--- config.mk ---
export PLATFORM = sky130hd
export DESIGN_NAME = input_skew_buffer
export DESIGN_NICKNAME = d
export VERILOG_FILES = /design/src/rtl/input_skew_buffer.sv
export SDC_FILE = /design/constraint.sdc
export NUM_CORES = 1
export LEC_CHECK = 0
export BUFFER_PORTS_ARGS = -buffer_cell sky130_fd_sc_hd__buf_2
export CELL_PAD_IN_SITES_DETAIL_PLACEMENT = 1
export CELL_PAD_IN_SITES_GLOBAL_PLACEMENT = 1
export CORE_UTILIZATION = 40
export DETAILED_ROUTE_END_ITERATION = 12
export PLACE_DENSITY = 0.78
export SLEW_MARGIN = 20
export SYNTH_ARGS = -nofsm -noshare
export SYNTH_HDL_FRONTEND = slang
export SYNTH_SLANG_ARGS = --single-unit
--- constraint.sdc ---
create_clock -name clk -period 1.3 [get_ports clk]
set_input_delay 0.065 -clock clk [delete_from_list [all_inputs] [get_ports clk]]
set_output_delay 0.065 -clock clk [all_outputs]
set_load 0.005 [all_outputs]
--- src/rtl/input_skew_buffer.sv ---
// Diagonal input skew stage feeding the west edge of the systolic PE array.
// Lane i delays its element by i+1 enabled register stages; done pulses once the last vector clears lane NUM_LANES-1.

module skew_lane #(
   parameter int DEPTH      = 1,
   parameter int DATA_WIDTH = 8
) (
   input  logic                  clk,
   input  logic                  rst,
   input  logic                  adv,
   input  logic                  in_vld,
   input  logic [DATA_WIDTH-1:0] in_data,
   output logic                  out_vld,
   output logic [DATA_WIDTH-1:0] out_data
);
   logic [DEPTH-1:0]                 vld_pipe_q, vld_pipe_d;
   logic [DEPTH-1:0][DATA_WIDTH-1:0] dat_pipe_q, dat_pipe_d;

   always_comb begin
      vld_pipe_d = vld_pipe_q;
      dat_pipe_d = dat_pipe_q;
      if (adv) begin
         // Bubbles carry zero data so the array never sees stale operands.
         vld_pipe_d[0] = in_vld;
         dat_pipe_d[0] = in_vld ? in_data : '0;
         for (int s = 1; s < DEPTH; s++) begin
            vld_pipe_d[s] = vld_pipe_q[s-1];
            dat_pipe_d[s] = dat_pipe_q[s-1];
         end
      end
   end

   always_ff @(posedge clk) begin
      if (rst) begin
         vld_pipe_q <= '0;
         dat_pipe_q <= '0;
      end else begin
         vld_pipe_q <= vld_pipe_d;
         dat_pipe_q <= dat_pipe_d;
      end
   end

   assign out_vld  = vld_pipe_q[DEPTH-1];
   assign out_data = dat_pipe_q[DEPTH-1];
endmodule

module input_skew_buffer #(
   parameter int DATA_WIDTH = 8,
   parameter int NUM_LANES  = 4
) (
   input  logic                            clk,
   input  logic                            rst,
   input  logic                            array_en,
   input  logic                            in_valid,
   output logic                            in_ready,
   input  logic                            in_last,
   input  logic [NUM_LANES*DATA_WIDTH-1:0] in_data,
   output logic [NUM_LANES*DATA_WIDTH-1:0] out_data,
   output logic [NUM_LANES-1:0]            out_valid,
   output logic                            done
);
   localparam int CNT_W = (NUM_LANES > 2) ? $clog2(NUM_LANES) : 1;

   typedef enum logic [1:0] {IDLE, STREAM, DRAIN} state_e;

   state_e           state_q, state_d;
   logic [CNT_W-1:0] cnt_q, cnt_d;
   logic             done_q, done_d;
   logic             adv, accept;

   assign adv      = array_en && !rst;
   assign in_ready = adv && (state_q != DRAIN);
   assign accept   = in_valid && in_ready;
   assign done     = done_q;

   always_comb begin
      state_d = state_q;
      cnt_d   = cnt_q;
      done_d  = done_q;
      if (adv) begin
         done_d = 1'b0;
         unique case (state_q)
            IDLE, STREAM: begin
               if (accept) begin
                  state_d = in_last ? DRAIN : STREAM;
                  cnt_d   = '0;
               end
            end
            DRAIN: begin
               // NUM_LANES-1 drain advances: the last one lands on the deepest lane.
               if (cnt_q == CNT_W'(NUM_LANES-2)) begin
                  state_d = IDLE;
                  cnt_d   = '0;
                  done_d  = 1'b1;
               end else begin
                  cnt_d = cnt_q + CNT_W'(1);
               end
            end
            default: state_d = IDLE;
         endcase
      end
   end

   always_ff @(posedge clk) begin
      if (rst) begin
         state_q <= IDLE;
         cnt_q   <= '0;
         done_q  <= 1'b0;
      end else begin
         state_q <= state_d;
         cnt_q   <= cnt_d;
         done_q  <= done_d;
      end
   end

   for (genvar i = 0; i < NUM_LANES; i++) begin : g_lane
      skew_lane #(
         .DEPTH      (i+1),
         .DATA_WIDTH (DATA_WIDTH)
      ) u_lane (
         .clk      (clk),
         .rst      (rst),
         .adv      (adv),
         .in_vld   (accept),
         .in_data  (in_data[i*DATA_WIDTH +: DATA_WIDTH]),
         .out_vld  (out_valid[i]),
         .out_data (out_data[i*DATA_WIDTH +: DATA_WIDTH])
      );
   end
endmodule

==> reports/qor.tcl, run 1 <==
set qor(run_status) {completed}
set qor(setup-violations-final) 0
set qor(drc) 0
set qor(insertedDiodeCount) 0
set qor(finalCriticalPeriod_ps) 1200
set qor(yosys_warnings) 0
set qor(antenna_found_initial) 0
set qor(hpwlAfterDp_um) 4220
set qor(start_util_pct) 42.1
set qor(timing.critical_path.required_ps) 1530
set qor(root_buffer) {sky130_fd_sc_hd__clkbuf_8}
set qor(setup.worst_path.class) {register to register}
set qor(setup.worst_path.end_class) {register}
set qor(die_x_um) 92.9
set qor(gr-usage-all-layers_pct) 16.7
set qor(cap_violations) 0
set qor(crit_fanout) 32
set qor(drt-total-wl_um) 6870
set qor(first_global_vias) 2429
set qor(grt_setup_unrepaired) {false}
set qor(grt_start_max_net_pins) 60
set qor(max_frequency_mhz) 831
set qor(clock_latency_ps) 340
set qor(synthesis.instances) 299
set qor(grt.overflow.total) 0
set qor(peakVddDrop_mv) 0.603
set qor(postSynthNetCount) 336
set qor(postSynthRegisterBits) 89
set qor(grt_pass1_wl_um) 11200
set qor(drt.antenna.violating_nets) 0
set qor(post-cts-setup-buffer-count) 0
set qor(cts.sinks) 89
set qor(ios) 75
set qor(post-place-ws_ps) 81.6
set qor(port-buffer-count) 74
set qor(drt_first_pass_iters) 4
set qor(htree_num_levels) 3
set qor(final-instance-count-excl-fill) 482
set qor(std_cell_rows) 32
set qor(critical_path.startpoint_type) {register}
set qor(post-synth-top-area-cell) {sky130_fd_sc_hd__dfxtp_1}
set qor(final_clock_period_utilization_by_the_worst_path_pct) 92.6
set qor(detailroute.via_count) 2346
set qor(tritoncts.num_buffers) 9
set qor(coreArea_um2) 7850
set qor(p_total_mw) 5.11
set qor(postLayoutCellArea_um2) 4080
set qor(dpl-instance-area_um2) 3560
set qor(layout-area-overhead-vs-synth_pct) 23.4
set qor(worst_slew_margin_rel_pct) 81.7
set qor(drive_above_1_share_pct) 27.1
set qor(numPlacedInstances) 434
set qor(yosys-top-cells-area) {sky130_fd_sc_hd__dfxtp_1 (54%), sky130_fd_sc_hd__mux2i_1 (15%), sky130_fd_sc_hd__a22o_1 (8.5%), sky130_fd_sc_hd__buf_4 (7.5%), sky130_fd_sc_hd__nor2_1 (6.0%)}
set qor(power_density_nw_per_um2) 1250
set qor(routedWlPerCell_um) 14.2
set qor(layout.cells.most_common_list) {sky130_fd_sc_hd__dfxtp_1 (88), sky130_fd_sc_hd__buf_2 (73), sky130_fd_sc_hd__nor2_1 (52)}
set qor(final_hold_violation_count) 0
set qor(die_area_um2) 8630
set qor(tritoncts) {yes}
set qor(cts.clk_slew.worst_paths_ps) 90
set qor(critical_path_arrival_ps) 1440
set qor(synth_seq_area_share_pct) 53.9
set qor(timing_max_transition_violations_final) 0
set qor(hold_path.class) {input pin to register}
set qor(final_nets) 412
set qor(synthesis.area_per_instance_um2) 11.0
set qor(timing_worst_slew_pin_value_ps) 275
set qor(unique_cell_type_count_in_the_yosys_netlist) 29
set qor(p_leak_nw) 1.90
set qor(commonest_non_fill_non_tap_cell_in_the_layout) {sky130_fd_sc_hd__dfxtp_1}
set qor(cts_max_path_buffers) 2
set qor(floorplan.die.height_um) 92.9
set qor(synth_top_area_share_pct) 53.9
set qor(globalplace.congestion) 0.740
set qor(vias_per_cell) 4.87
set qor(synth.cell_area_um2) 3300
set qor(clock_skew_ps) 8.90
set qor(final.setup.tns_ps) 0
set qor(detailedRoute.firstIterationViolations) 60
set qor(final_critical_path_setup_slack_ps) 96.4
-- flip-flops by register name (all words and copies together), names as in the netlist --
register                  cells
g_lane.u_lane.dat_pipe_q     48
g_lane.u_lane.out_data       32
g_lane.u_lane.vld_pipe_q      4
cnt_q                         2
state_q                       2
done                          1
-- final cells by class --
type                            count  area [µm²]
Sequential cell                    89        1780
Clock buffer                        9         124
Fill cell                         876        3770
Multi-Input combinational cell    161        1180
Timing Repair Buffer              112         788
Tap cell                          102         128
Clock inverter                      7        70.1
Inverter                            2        7.51
-- cell families after synthesis --
group                  after synthesis  synth area share (%)
muxes                               51                  15.5
buffers and inverters               49                  10.5
DFF                                 89                  53.9
AOI/OAI and AO/OA                   43                  10.7
and+or+nand+nor                     67                  9.36
-- what timing repair did --
action | in CTS | in global routing
gates resized for setup | 0 | 1
setup endpoints to repair | 0 | 29
hold endpoints to repair | 32 | 0
hold buffers | 32 | 0
-- metrics by stage --
| step | util (%) | hold slack (ps) |
|---|---|---|
| finish | 51.9 | 43.5 |
| global placement | 45.4 | 282 |
| global route | 51.9 | 39.0 |
| detailed placement | 45.4 | 290 |
| CTS | 51.9 | 25.7 |
| floorplan | - | 198 |
-- metal layers --
metal | GRT usage, % | share of wire (%)
met1 | 19.2 | 44
met2 | 29.2 | 51
met3 | 3.69 | 3.3
met4 | 7.82 | 1.7
met5 | 0 | 0
-- worst max-delay path: stages (launching register included) --
cell                      delay, ps
sky130_fd_sc_hd__dfxtp_2        380
sky130_fd_sc_hd__nor2b_4        220
sky130_fd_sc_hd__nor3_4          70
sky130_fd_sc_hd__buf_12         170
sky130_fd_sc_hd__a22o_1         260
-- synth_stat cells --
library cell                number
sky130_fd_sc_hd__buf_4          33
sky130_fd_sc_hd__a21o_1          1
sky130_fd_sc_hd__inv_2           1
sky130_fd_sc_hd__a2bb2oi_1       1
sky130_fd_sc_hd__buf_6           4
sky130_fd_sc_hd__nor2b_4         1
sky130_fd_sc_hd__nand2b_1        5
sky130_fd_sc_hd__nand2b_4        1
sky130_fd_sc_hd__o32ai_1         1
sky130_fd_sc_hd__nand2_1         1
sky130_fd_sc_hd__nor2_1         53
sky130_fd_sc_hd__inv_1           1
sky130_fd_sc_hd__nor3_4          1
sky130_fd_sc_hd__a22o_1         32
sky130_fd_sc_hd__a311oi_1        1
sky130_fd_sc_hd__mux2i_1        51
sky130_fd_sc_hd__dfxtp_1        89
sky130_fd_sc_hd__nand4_1         1
sky130_fd_sc_hd__a211oi_1        1
sky130_fd_sc_hd__clkbuf_1        1
sky130_fd_sc_hd__a31oi_1         1
sky130_fd_sc_hd__buf_2           8
sky130_fd_sc_hd__o22ai_1         1
sky130_fd_sc_hd__or2_2           1
sky130_fd_sc_hd__nand3_1         1
sky130_fd_sc_hd__or3_1           1
sky130_fd_sc_hd__or2b_1          1
sky130_fd_sc_hd__a21oi_1         4
sky130_fd_sc_hd__buf_1           1
-- report_power, final --
group / leakage, nW / internal (mW) / switching (mW)
Clock: 0.0994 / 0.888 / 0.957
Sequential: 0.722 / 2.79 / 0.0417
Combinational: 1.08 / 0.241 / 0.193
-- path summary, 6_finish.rpt --
check	start	endpoint	slack, ps	depth (start not counted)
worst max-delay path	state_q[1]	g_lane[0].u_lane.out_data[5]	100	4
worst min-delay path	array_en	state_q[0]	40	2
worst max register to register	state_q[1]	g_lane[0].u_lane.out_data[5]	100	4
worst min register to register	g_lane[3].u_lane.dat_pipe_q[0]	g_lane[3].u_lane.dat_pipe_q[0]	480	1
(Power assumes the default switching activity.)
==> inputs of run 2 (changes only) <==
--- a/config.mk
+++ b/config.mk
@@ -14,4 +14,5 @@
 export SLEW_MARGIN = 20
 export SYNTH_ARGS = -nofsm -noshare
 export SYNTH_HDL_FRONTEND = slang
+export SYNTH_HIERARCHICAL = 1
 export SYNTH_SLANG_ARGS = --single-unit
==> run 2 against run 1 <==
The flow now finishes with violations (negative setup slack); flip-flop and latch count grew 6; clock power shrank 4%; register-to-register slack lost 110 ps; count of clock-buffer cells in the layout grew 2; clock skew grew 5.4 ps; final cell count grew 25%; combinational power grew 11%; sequential share of layout area shrank 4.1 points; area after synthesis grew 16%; synthesized cell count grew 28%; hold slack lost 1.6 ps; critical path type unchanged.
==> reports/qor.tcl, run 2 <==
set qor(run_status) {finished with violations}
set qor(failed_checks) {negative setup slack}
set qor(commonest_non_fill_non_tap_cell_in_the_layout) {sky130_fd_sc_hd__dfxtp_1}
set qor(start_util_pct) 41.4
set qor(globalplace.congestion) 0.707
set qor(insertedDiodeCount) 0
set qor(critical_path.startpoint_type) {register}
set qor(largest_register_ffs) 48
set qor(detailroute.via_count) 2849
set qor(routedWlPerCell_um) 13.8
set qor(crit_fanout) 9
set qor(yosys-top-cells-area) {sky130_fd_sc_hd__dfxtp_1 (49%), sky130_fd_sc_hd__mux2i_1 (15%), sky130_fd_sc_hd__nand2b_1 (5.7%), sky130_fd_sc_hd__nor2_1 (5.7%), sky130_fd_sc_hd__buf_4 (5.1%)}
set qor(die_area_um2) 10000
set qor(yosys_most_used_dff) {sky130_fd_sc_hd__dfxtp_1}
set qor(drive_above_1_share_pct) 29.0
set qor(gr-usage-all-layers_pct) 16.5
set qor(yosys_warnings) 6
set qor(unique_cell_type_count_in_the_yosys_netlist) 28
set qor(postLayoutCellArea_um2) 4800
set qor(timing_worst_slew_pin_value_ps) 593
set qor(layout-area-overhead-vs-synth_pct) 24.8
set qor(area.sequential_um2) 1900
set qor(cts.sinks) 95
set qor(timing_max_transition_violations_final) 0
set qor(drt_first_pass_iters) 4
set qor(tritoncts.num_buffers) 9
set qor(clock_skew_ps) 14.3
set qor(final_critical_path_setup_slack_ps) -14.4
set qor(first_global_vias) 2815
set qor(clock_latency_ps) 350
set qor(std_cell_rows) 35
set qor(final_nets) 504
set qor(cap_violations) 0
set qor(timing.critical_path.required_ps) 1580
set qor(p_leak_nw) 1.89
set qor(synth-edff-count) 0
set qor(worst_slew_margin_rel_pct) 60.5
set qor(drt.antenna.violating_nets) 0
set qor(peakVddDrop_mv) 0.609
set qor(ios) 75
set qor(drc) 0
set qor(antenna_found_initial) 0
set qor(synth.cell_area_um2) 3840
set qor(detailedRoute.firstIterationViolations) 106
set qor(setup-violations-final) 7
set qor(tritoncts) {yes}
set qor(synthesis.instances) 383
set qor(setup.worst_path.class) {register to register}
set qor(layout.cells.most_common_list) {sky130_fd_sc_hd__dfxtp_1 (94), sky130_fd_sc_hd__buf_2 (73), sky130_fd_sc_hd__nor2_1 (58)}
set qor(final_clock_period_utilization_by_the_worst_path_pct) 101
set qor(max_stage_delay_ps) 340
set qor(postSynthNetCount) 420
set qor(hold_path.class) {input pin to register}
set qor(largest-register) {g_lane.u_lane/dat_pipe_q}
set qor(synth_top_area_share_pct) 49.5
set qor(post-place-ws_ps) -106
set qor(filler_cell_count_in_the_final_layout) 1085
set qor(grt_start_max_net_pins) 56
set qor(critPathSlowestCell) {sky130_fd_sc_hd__dfxtp_2}
set qor(vias_per_cell) 4.74
set qor(grt_pass1_wl_um) 13100
set qor(final_hold_violation_count) 0
set qor(critical_path_arrival_ps) 1590
set qor(setup.worst_path.end_class) {register}
set qor(port-buffer-count) 74
set qor(finalCriticalPeriod_ps) 1310
set qor(root_buffer) {sky130_fd_sc_hd__clkbuf_8}
set qor(cts.clk_slew.worst_paths_ps) 90
set qor(htree_num_levels) 3
set qor(synth_seq_area_share_pct) 49.5
set qor(p_total_mw) 5.20
set qor(cts_max_path_buffers) 2
set qor(drt-total-wl_um) 8310
set qor(power_density_nw_per_um2) 1090
set qor(grt_setup_unrepaired) {true}
set qor(max_frequency_mhz) 761
set qor(coreArea_um2) 9280
set qor(post-synth-top-area-cell) {sky130_fd_sc_hd__dfxtp_1}
set qor(die_x_um) 100
set qor(synth.most_common_cell) {sky130_fd_sc_hd__dfxtp_1}
set qor(hpwlAfterDp_um) 4880
set qor(area_used_by_multi_input_combinational_logic_um2) 1610
set qor(synthesis.area_per_instance_um2) 10.0
set qor(floorplan.die.height_um) 100
set qor(cp_cell_instances) {and2b_4, nor2b_4, and2_4, clkbuf_16, nand3_1, a21oi_1}
set qor(grt.overflow.total) 0
set qor(postSynthRegisterBits) 95
set qor(synth_common_cells) {sky130_fd_sc_hd__dfxtp_1 (95), sky130_fd_sc_hd__mux2i_1 (58), sky130_fd_sc_hd__nor2_1 (58)}
set qor(final_util_pct) 51.7
set qor(dpl-instance-area_um2) 4120
set qor(synthArstFlopShare_pct) 0
[run 2: cell count changes in the layout (fill, tap and decap cells not counted), sizes merged, moves of 2 or more]
| cell | before | now |
|---|---|---|
| buf | 80 | 90 |
| a21oi | 4 | 35 |
| nand2 | 1 | 3 |
| mux2i | 51 | 58 |
| clkbuf | 9 | 13 |
| clkinv | 4 | 2 |
| nor2 | 53 | 58 |
| nand3 | 1 | 32 |
| dfxtp | 89 | 95 |
| and2b | 0 | 2 |
| a22o | 32 | 0 |
| nand2b | 6 | 35 |
[run 2: per-stage QoR]
step / TNS, ps / cells / hold slack [ps]
6_report: -46.9 / 601 / 41.9
5_1_grt: -2380 / 601 / 36.8
4_1_cts: 0 / 598 / 30.5
3_5_place_dp: -4530 / 550 / 346
3_3_place_gp: -2080 / 550 / 338
2_1_floorplan: 0 / 383 / 131
[run 2: cell families after synthesis]
family	count (synthesis)	share of synthesized area (%)
and+or+nand+nor	135	17.5
buffers and inverters	53	11.4
AOI/OAI and AO/OA	42	6.51
DFF	95	49.5
muxes	58	15.1
[run 2: worst max-delay path, delay by kind of cell (launching register included)]
family / cells / cell delay (ps)
buffers and inverters: 1 / 180
DFF: 1 / 340
AOI/OAI and AO/OA: 1 / 150
and+or+nand+nor: 4 / 570
[run 2: what timing repair did]
item                                   4_1_cts  5_1_grt
resized for setup                            3       25
hold buffers                                32        0
buffers inserted                             0        1
setup endpoints to repair                   36       37
pin swaps                                    1        9
endpoints found under the hold margin       32        0
cloned                                       0        2
[run 2: power by group]
part | total, mW | switching, mW | internal (mW)
clock | 1.78 | 1.02 | 0.763
combinational | 0.480 | 0.229 | 0.251
sequential | 2.94 | 0.0119 | 2.93
total | 5.20 | 1.26 | 3.94
[run 2: worst paths after layout]
check                               startpoint                      endpoint  slack (ps)  depth (start not counted)
hold / removal                        array_en                    state_q[0]          40                          3
setup / recovery                    state_q[0]  g_lane[0].u_lane/out_data[2]         -10                          6
hold reg to reg   g_lane[0].u_lane/out_data[1]  g_lane[0].u_lane/out_data[1]         470                          2
setup reg to reg                    state_q[0]  g_lane[0].u_lane/out_data[2]         -10                          6
[run 2: layer usage]
layer  wire (µm)  track usage (%)  share of wire [%]
met5           0                0                  0
met2        4160             28.9                 50
met1        3770             19.7                 45
met4          61             5.24               0.73
met3         317             4.53                3.8
[run 2: cell type report]
| type | instances | area share, % |
|---|---|---|
| sequential | 95 | 39.7 |
| clock inverter | 5 | 0.861 |
| clock buffer | 11 | 2.95 |
| tap | 129 | 3.37 |
| multi-input combinational | 235 | 33.6 |
| timing repair buffer | 124 | 19.4 |
| inverter | 2 | 0.157 |
